[config.mk]
export PLATFORM = sky130hd
export DESIGN_NAME = alu_sequencer_flat
export DESIGN_NICKNAME = d
export VERILOG_FILES = /design/src/rtl/alu_sequencer_if.sv /design/src/rtl/alu_sequencer.sv /design/src/flat_wrapper.sv
export SDC_FILE = /design/constraint.sdc
export NUM_CORES = 1
export LEC_CHECK = 0
export CORE_MARGIN = 3
export CORE_UTILIZATION = 54
export DETAILED_ROUTE_END_ITERATION = 7
export GPL_ROUTABILITY_DRIVEN = 0
export PLACE_DENSITY = 0.87
export SYNTH_ARGS = -nofsm -noshare
export SYNTH_HDL_FRONTEND = slang
export SYNTH_SLANG_ARGS = --single-unit
[constraint.sdc]
create_clock -name clk -period 2.8 [get_ports clk]
set_clock_uncertainty 0.1 [all_clocks]
set_input_delay 0.56 -clock clk [delete_from_list [all_inputs] [get_ports clk]]
set_output_delay 0.56 -clock clk [all_outputs]
set_load 0.02 [all_outputs]
[src/rtl/alu_sequencer_if.sv]
// -----------------------------------------------------------------------------
// alu_sequencer_if
//
// Purpose: bundles the command and response handshakes of alu_sequencer.
//
// Signals:
//   cmd_valid / cmd_ready  command handshake (producer -> sequencer)
//   cmd_op[3:0]            ALU opcode, forwarded unchanged to the ALU
//   cmd_a / cmd_b          operands (cmd_a ignored when cmd_acc=1)
//   cmd_acc                use the accumulator as operand A
//   acc_clr                synchronous accumulator clear
//   rsp_valid / rsp_ready  response handshake (sequencer -> consumer)
//   rsp_data               captured ALU result
//   rsp_flags[1:0]         {neg, zero} of the result, only when the macro
//                          ALU_SEQ_FLAGS_EN is defined
//
// Modports:
//   master - the command producer / response consumer
//   slave  - the sequencer itself
// -----------------------------------------------------------------------------
interface alu_sequencer_if #(
  parameter int WIDTH = 4
);
  logic             cmd_valid;
  logic             cmd_ready;
  logic [3:0]       cmd_op;
  logic [WIDTH-1:0] cmd_a;
  logic [WIDTH-1:0] cmd_b;
  logic             cmd_acc;
  logic             acc_clr;
  logic             rsp_valid;
  logic             rsp_ready;
  logic [WIDTH-1:0] rsp_data;
`ifdef ALU_SEQ_FLAGS_EN
  logic [1:0]       rsp_flags;

  modport master (
    output cmd_valid, cmd_op, cmd_a, cmd_b, cmd_acc, acc_clr, rsp_ready,
    input  cmd_ready, rsp_valid, rsp_data, rsp_flags
  );

  modport slave (
    input  cmd_valid, cmd_op, cmd_a, cmd_b, cmd_acc, acc_clr, rsp_ready,
    output cmd_ready, rsp_valid, rsp_data, rsp_flags
  );
`else
  modport master (
    output cmd_valid, cmd_op, cmd_a, cmd_b, cmd_acc, acc_clr, rsp_ready,
    input  cmd_ready, rsp_valid, rsp_data
  );

  modport slave (
    input  cmd_valid, cmd_op, cmd_a, cmd_b, cmd_acc, acc_clr, rsp_ready,
    output cmd_ready, rsp_valid, rsp_data
  );
`endif
endinterface

[src/rtl/alu_sequencer.sv]
// -----------------------------------------------------------------------------
// alu_sequencer
//
// Purpose: command-side initiator for an external 4-bit combinational ALU.
// Commands arrive over a valid/ready handshake into a DEPTH-entry FIFO. One
// command at a time is issued to the ALU on registered alu_a/alu_b/alu_op
// lines; after one settle cycle the ALU result alu_s is captured and returned
// over a valid/ready response handshake. An accumulator holds the last result
// so chained commands (cmd_acc=1) can use it as operand A.
//
// Ports:
//   clk          rising-edge clock
//   rst_n        asynchronous active-low reset
//   bus          alu_sequencer_if.slave (command / response handshakes)
//   alu_a/alu_b  registered operands to the ALU
//   alu_op       registered opcode to the ALU (Op[3] passed through)
//   alu_s        combinational result from the ALU
//   busy         FSM not idle or FIFO not empty
//
// Parameters:
//   WIDTH  datapath width (matches the ALU)
//   DEPTH  command FIFO entries, power of two and at least 2
//
// Optional feature (macro ALU_SEQ_FLAGS_EN): adds bus.rsp_flags = {neg, zero},
// captured together with rsp_data. Without the macro the flag logic is absent.
// -----------------------------------------------------------------------------
module alu_sequencer #(
  parameter int WIDTH = 4,
  parameter int DEPTH = 4
) (
  input  logic             clk,
  input  logic             rst_n,
  alu_sequencer_if.slave   bus,
  output logic [WIDTH-1:0] alu_a,
  output logic [WIDTH-1:0] alu_b,
  output logic [3:0]       alu_op,
  input  logic [WIDTH-1:0] alu_s,
  output logic             busy
);

  localparam int AW = $clog2(DEPTH);
  localparam logic [AW:0] PTR_ONE = {{AW{1'b0}}, 1'b1};

  typedef enum logic [1:0] {
    S_IDLE,
    S_EXEC,
    S_RESP
  } state_e;

  typedef struct packed {
    logic [3:0]       op;
    logic [WIDTH-1:0] a;
    logic [WIDTH-1:0] b;
    logic             acc;
  } cmd_t;

  // ---------------------------------------------------------------------------
  // State
  // ---------------------------------------------------------------------------
  state_e           state_q,     state_d;
  logic [AW:0]      wr_ptr_q,    wr_ptr_d;
  logic [AW:0]      rd_ptr_q,    rd_ptr_d;
  logic [WIDTH-1:0] acc_q,       acc_d;
  logic [WIDTH-1:0] alu_a_q,     alu_a_d;
  logic [WIDTH-1:0] alu_b_q,     alu_b_d;
  logic [3:0]       alu_op_q,    alu_op_d;
  logic             rsp_valid_q, rsp_valid_d;
  logic [WIDTH-1:0] rsp_data_q,  rsp_data_d;
`ifdef ALU_SEQ_FLAGS_EN
  logic [1:0]       rsp_flags_q, rsp_flags_d;
`endif

  cmd_t             mem_q [DEPTH];

  logic             full;
  logic             empty;
  logic             push;
  logic             pop;
  cmd_t             head;
  cmd_t             push_entry;
  logic [WIDTH-1:0] issue_a;

  // ---------------------------------------------------------------------------
  // FIFO status. The extra MSB on each pointer counts wraps, so equal low bits
  // with differing MSBs means full and fully equal pointers means empty.
  // ---------------------------------------------------------------------------
  assign empty = (wr_ptr_q == rd_ptr_q);
  assign full  = (wr_ptr_q[AW] != rd_ptr_q[AW]) &&
                 (wr_ptr_q[AW-1:0] == rd_ptr_q[AW-1:0]);

  // cmd_ready looks only at registered occupancy: a pop on the same edge does
  // not free a slot for a push until the following cycle.
  assign push = bus.cmd_valid && !full;

  assign push_entry = '{op:  bus.cmd_op,
                        a:   bus.cmd_a,
                        b:   bus.cmd_b,
                        acc: bus.cmd_acc};

  // NOTE: storage has no reset; the pointers alone define which entries are
  // valid, so clearing the array would only add reset fan-out.
  always_ff @(posedge clk) begin
    if (push) begin
      mem_q[wr_ptr_q[AW-1:0]] <= push_entry;
    end
  end

  // Operand A selection uses the accumulator as it stands at the pop edge.
  assign head    = mem_q[rd_ptr_q[AW-1:0]];
  assign issue_a = head.acc ? acc_q : head.a;

  // ---------------------------------------------------------------------------
  // Next-state logic
  // ---------------------------------------------------------------------------
  // NOTE: combinational logic uses blocking '=' so later statements see the
  // values just computed; the flops below use non-blocking '<=' so every
  // register samples the pre-edge values together.
  always_comb begin
    // NOTE: every variable gets a default first so no path leaves it
    // unassigned, which would otherwise infer a latch.
    state_d     = state_q;
    wr_ptr_d    = wr_ptr_q;
    rd_ptr_d    = rd_ptr_q;
    acc_d       = acc_q;
    alu_a_d     = alu_a_q;
    alu_b_d     = alu_b_q;
    alu_op_d    = alu_op_q;
    rsp_valid_d = rsp_valid_q;
    rsp_data_d  = rsp_data_q;
`ifdef ALU_SEQ_FLAGS_EN
    rsp_flags_d = rsp_flags_q;
`endif
    pop         = 1'b0;

    // Clear is applied first so the EXEC capture below overrides it.
    if (bus.acc_clr) begin
      acc_d = '0;
    end

    case (state_q)
      S_IDLE: begin
        if (!empty) begin
          pop      = 1'b1;
          alu_a_d  = issue_a;
          alu_b_d  = head.b;
          alu_op_d = head.op;
          state_d  = S_EXEC;
        end
      end

      // The ALU has had a full cycle to settle on the registered operands.
      S_EXEC: begin
        rsp_data_d  = alu_s;
        acc_d       = alu_s;
        rsp_valid_d = 1'b1;
`ifdef ALU_SEQ_FLAGS_EN
        rsp_flags_d = {alu_s[WIDTH-1], (alu_s == '0)};
`endif
        state_d     = S_RESP;
      end

      // Response and ALU drive lines stay frozen until the consumer takes it.
      S_RESP: begin
        if (bus.rsp_ready) begin
          rsp_valid_d = 1'b0;
          if (!empty) begin
            pop      = 1'b1;
            alu_a_d  = issue_a;
            alu_b_d  = head.b;
            alu_op_d = head.op;
            state_d  = S_EXEC;
          end else begin
            state_d  = S_IDLE;
          end
        end
      end

      default: begin
        state_d = S_IDLE;
      end
    endcase

    if (push) begin
      wr_ptr_d = wr_ptr_q + PTR_ONE;
    end
    if (pop) begin
      rd_ptr_d = rd_ptr_q + PTR_ONE;
    end
  end

  // ---------------------------------------------------------------------------
  // Registers (FSM state, FIFO pointers, accumulator and all outputs)
  // ---------------------------------------------------------------------------
  always_ff @(posedge clk or negedge rst_n) begin
    if (!rst_n) begin
      state_q     <= S_IDLE;
      wr_ptr_q    <= '0;
      rd_ptr_q    <= '0;
      acc_q       <= '0;
      alu_a_q     <= '0;
      alu_b_q     <= '0;
      alu_op_q    <= '0;
      rsp_valid_q <= 1'b0;
      rsp_data_q  <= '0;
`ifdef ALU_SEQ_FLAGS_EN
      rsp_flags_q <= 2'b00;
`endif
    end else begin
      state_q     <= state_d;
      wr_ptr_q    <= wr_ptr_d;
      rd_ptr_q    <= rd_ptr_d;
      acc_q       <= acc_d;
      alu_a_q     <= alu_a_d;
      alu_b_q     <= alu_b_d;
      alu_op_q    <= alu_op_d;
      rsp_valid_q <= rsp_valid_d;
      rsp_data_q  <= rsp_data_d;
`ifdef ALU_SEQ_FLAGS_EN
      rsp_flags_q <= rsp_flags_d;
`endif
    end
  end

  // ---------------------------------------------------------------------------
  // Outputs
  // ---------------------------------------------------------------------------
  assign bus.cmd_ready = !full;
  assign bus.rsp_valid = rsp_valid_q;
  assign bus.rsp_data  = rsp_data_q;
`ifdef ALU_SEQ_FLAGS_EN
  assign bus.rsp_flags = rsp_flags_q;
`endif
  assign alu_a         = alu_a_q;
  assign alu_b         = alu_b_q;
  assign alu_op        = alu_op_q;
  assign busy          = (state_q != S_IDLE) || !empty;

endmodule

[src/flat_wrapper.sv]
// flat-port wrapper written by rule: the top's interface ports become plain ports
module alu_sequencer_flat 
#(
  parameter int WIDTH = 4,
  parameter int DEPTH = 4
)
  (clk, rst_n, alu_a, alu_b, alu_op, alu_s, busy, bus_cmd_valid, bus_cmd_op, bus_cmd_a, bus_cmd_b, bus_cmd_acc, bus_acc_clr, bus_rsp_ready, bus_cmd_ready, bus_rsp_valid, bus_rsp_data);
  alu_sequencer_if #(.WIDTH(WIDTH)) bus_i ();
  input  logic clk;
  input  logic rst_n;
  output logic [WIDTH-1:0] alu_a;
  output logic [WIDTH-1:0] alu_b;
  output logic [3:0] alu_op;
  input  logic [WIDTH-1:0] alu_s;
  output logic busy;
  input wire logic [$bits(bus_i.cmd_valid)-1:0] bus_cmd_valid;
  input wire logic [$bits(bus_i.cmd_op)-1:0] bus_cmd_op;
  input wire logic [$bits(bus_i.cmd_a)-1:0] bus_cmd_a;
  input wire logic [$bits(bus_i.cmd_b)-1:0] bus_cmd_b;
  input wire logic [$bits(bus_i.cmd_acc)-1:0] bus_cmd_acc;
  input wire logic [$bits(bus_i.acc_clr)-1:0] bus_acc_clr;
  input wire logic [$bits(bus_i.rsp_ready)-1:0] bus_rsp_ready;
  output wire logic [$bits(bus_i.cmd_ready)-1:0] bus_cmd_ready;
  output wire logic [$bits(bus_i.rsp_valid)-1:0] bus_rsp_valid;
  output wire logic [$bits(bus_i.rsp_data)-1:0] bus_rsp_data;
  assign bus_i.cmd_valid = bus_cmd_valid;
  assign bus_i.cmd_op = bus_cmd_op;
  assign bus_i.cmd_a = bus_cmd_a;
  assign bus_i.cmd_b = bus_cmd_b;
  assign bus_i.cmd_acc = bus_cmd_acc;
  assign bus_i.acc_clr = bus_acc_clr;
  assign bus_i.rsp_ready = bus_rsp_ready;
  assign bus_cmd_ready = bus_i.cmd_ready;
  assign bus_rsp_valid = bus_i.rsp_valid;
  assign bus_rsp_data = bus_i.rsp_data;
  alu_sequencer #(.WIDTH(WIDTH), .DEPTH(DEPTH)) u_core (.clk(clk), .rst_n(rst_n), .bus(bus_i), .alu_a(alu_a), .alu_b(alu_b), .alu_op(alu_op), .alu_s(alu_s), .busy(busy));
endmodule
==> qor.csv, run 1 <==
metric,value,unit
RSZ-0062 raised after global routing,no,
Metal-1 WL,2.351,mm
clk buf depth,2,
Setup TNS,0,ns
ordered list of cells on the worst path,xnor2_2 -> nand4_1 -> clkdlybuf4s50_1,
Hold Startpoint,u_core.bus.rsp_data[1],
DIE AREA,0.006815,mm2
Total GRT Usage,18.35,%
switch share,32.17,%
CP required,2.14,ns
# Post-CTS Setup Buffers,0,
largest net degree at the start of global routing,30,
routed length per instance,18.39,um
"commonest non-fill, non-tap cell in the layout",edfxtp_1,
peak supply drop,0.7037,mV
sequential share of power,40.7,%
DR iter-0 viols,145,
CP max FO,4,
layout cells sized above 1,23.66,%
Setup Crit Path Kind,reg -> out,
Final Hold Viols,0,
fin crit period,2.459,ns
Static Leak,0.001454,uW
Fmax,0.4067,GHz
Root Buffer,clkbuf_8,
area grow syn2layout,23.29,%
final setup fails,0,
PostCTS Resize Cnt,0,
Pwr Density,1189,mW/mm2
status,completed,
initial antenna violation count,0,
overall power,4638,uW
Final Slew Violations,0,
max cap viols,0,
DP HPWL,3.598,mm
metal2 WL,2.705,mm
Initial Util,56.77,%
Detail Route Antenna Nets,0,
DR DRC count,0,
number of top-level pins,41,
# diodes,0,
"CTS clk-pin slew, worst paths",0.08,ns
worst skew pair latency,0.35,ns
crit-path max cell delay,0.56,ns
"commonest cells after routing, fill and taps aside","edfxtp_1, clkdlybuf4s50_1, dfrtp_1",
Nets,246,
Post-Synthesis Cells,166,
Final period util,87.81,%
first-pass GRT wire length,8.611,mm
CP max stage cell,clkdlybuf4s50_1,
Synth Register Bits,81,
Post-Syn Area per Cell,19.06,um2
worst slew pin tran,0.4154,ns
Hold Path Class,reg -> reg,
drt pass-1 iters,4,
synth unique cells,27,
Top Layer Used,met4,
crit path capture type,primary output,
CP arrival,1.80,ns
CTS H-tree lvls,3,
sequential fraction of the synthesis area,72.28,%
vias in the first global route,1729,
met3 WL,258,um
die width,82.55,um
logic gate share of total power,38.5,%
Rows,27,
Vias,1573,
origin of the critical flop-to-flop path,u_core.rd_ptr_q[0],
Die Ht,82.55,um
Ys Warns,0,
drt total wl,5.443,mm
grt ovf,0,
synthesized area,0.003164,mm2
Core ar.,0.005574,mm2
Clk pwr share,20.7,%
startpoint types,flip-flop,
Sink Count,81,
DR vias/cell,5.314,
Crit path max-delay family,buffers and inverters,
Relative slew margins,72.28,%
net switching power,1492,uW
Int Pwr,3146,uW
CTS tree,built,
Port Buffers,40,
post-synth net total,193,
hold-fix buffers at CTS,0,
cts bufs inserted,9,
Critical Path Start,u_core.wr_ptr_q[1],
Crit path buffers/inverters,1,
layout make-up:
cell class / instances / area [um2]
clock buffers: 12 / 155.1
flip-flops and latches: 81 / 2287
multi-input cells: 74 / 814.5
repair buffers: 48 / 460.4
clock inverters: 4 / 75.07
inverters: 5 / 18.77
well taps: 72 / 90.09
fillers: 357 / 1673
logic make-up (layout without fill, tap and decap cells):
family	count (synthesis)	in the layout	synth area share, %
AO/OA/AOI/OAI	14	14	3.321
XOR/XNOR	8	8	2.689
adder cells (fa/ha/maj)	5	5	1.977
buffers and inverters	11	69	1.977
flip-flops	81	81	72.28
multiplexers	30	30	15.14
AND/OR/NAND/NOR	17	17	2.610
flip-flops by register name (all words and copies together) (netlist names):
name                  count
u_core.mem_q             52
u_core.state_q            2
u_core.alu_op             4
u_core.rd_ptr_q           3
u_core.wr_ptr_q           3
u_core.bus.rsp_valid      1
u_core.acc_q              4
u_core.alu_b              4
u_core.bus.rsp_data       4
u_core.alu_a              4
per-layer routing:
metal	vias up	track usage, %
met5	-	0
met4	0	9.804
met3	8	4.555
met2	43	30.05
met1	787	22.55
li1	735	-
worst reg2reg max path: cells and delay by family, from the launching register on:
kind,cells,cell delay (ns)
buffers and inverters,1,0.32
DFF,1,0.41
muxes,2,0.87
AOI/OAI and AO/OA,1,0.08
path summary, 6_finish.rpt:
kind,end,slack (ns),cells past startpoint
setup / recovery,busy,0.34,3
max in group asynchronous,u_core.acc_q[0],1.80,2
min in group asynchronous,u_core.state_q[1],0.50,2
hold / removal,u_core.bus.rsp_data[1],0.41,1
setup reg to reg,u_core.alu_a[0],0.89,4
hold reg to reg,u_core.bus.rsp_data[1],0.41,1
stage by stage:
| stage | std cells | hold WS (ns) | utilization (%) | setup WS, ns | instance area, um2 |
|---|---|---|---|---|---|
| 2_1_floorplan | 166 | 0.1644 | - | 0.8994 | 3164 |
| 3_3_place_gp | 280 | 0.3898 | 65.86 | 0.5921 | 3671 |
| 3_5_place_dp | 280 | 0.3960 | 65.86 | 0.5510 | 3671 |
| 4_1_cts | 296 | 0.4128 | 69.99 | 0.3102 | 3901 |
| 5_1_grt | 296 | 0.4276 | 69.99 | 0.2096 | 3901 |
| 6_report | 296 | 0.4102 | 69.99 | 0.3412 | 3901 |
power by group through the flow:
| stage | Sequential [uW] | Clock (uW) | Combinational (uW) |
|---|---|---|---|
| CTS | 1890 | 971 | 1820 |
| floorplan | 2020 | 0 | 1100 |
| global route | 1930 | 1020 | 1960 |
| finish | 1890 | 962 | 1790 |
| global placement | 1900 | 0 | 1750 |
| detailed placement | 1920 | 0 | 1810 |
cell usage after synthesis:
| library cell | count | share of area, % |
|---|---|---|
| mux2_1 | 1 | 0.36 |
| a21oi_1 | 6 | 0.95 |
| a22o_1 | 4 | 1.1 |
| nor2b_1 | 1 | 0.20 |
| nor2_2 | 1 | 0.20 |
| a311oi_2 | 1 | 0.47 |
| dfrtp_1 | 29 | 23 |
| nor2_1 | 6 | 0.71 |
| edfxtp_1 | 52 | 49 |
| nand3_1 | 1 | 0.16 |
| nand2_1 | 3 | 0.36 |
| a31oi_2 | 1 | 0.40 |
| xor2_1 | 3 | 0.83 |
| buf_6 | 1 | 0.36 |
| mux4_2 | 13 | 9.3 |
| buf_4 | 3 | 0.71 |
| o21ai_0 | 1 | 0.16 |
| ha_1 | 5 | 2.0 |
| mux2_2 | 12 | 4.3 |
| nand4_1 | 1 | 0.20 |
| mux2i_1 | 4 | 1.3 |
| xnor2_1 | 3 | 0.83 |
| a21o_1 | 1 | 0.24 |
| xnor2_2 | 2 | 1.0 |
| inv_1 | 5 | 0.59 |
| buf_2 | 2 | 0.32 |
| and2_1 | 4 | 0.79 |
Power figures use the tool's default switching activity.
==> run 2: changes to the inputs <==
--- a/config.mk
+++ b/config.mk
@@ -10,6 +10,7 @@
 export DETAILED_ROUTE_END_ITERATION = 7
 export GPL_ROUTABILITY_DRIVEN = 0
 export PLACE_DENSITY = 0.87
+export SLEW_MARGIN = 0
 export SYNTH_ARGS = -nofsm -noshare
 export SYNTH_HDL_FRONTEND = slang
 export SYNTH_SLANG_ARGS = --single-unit
==> results of run 2 <==
Final layout, timing and power as in run 1 (identical DEF).
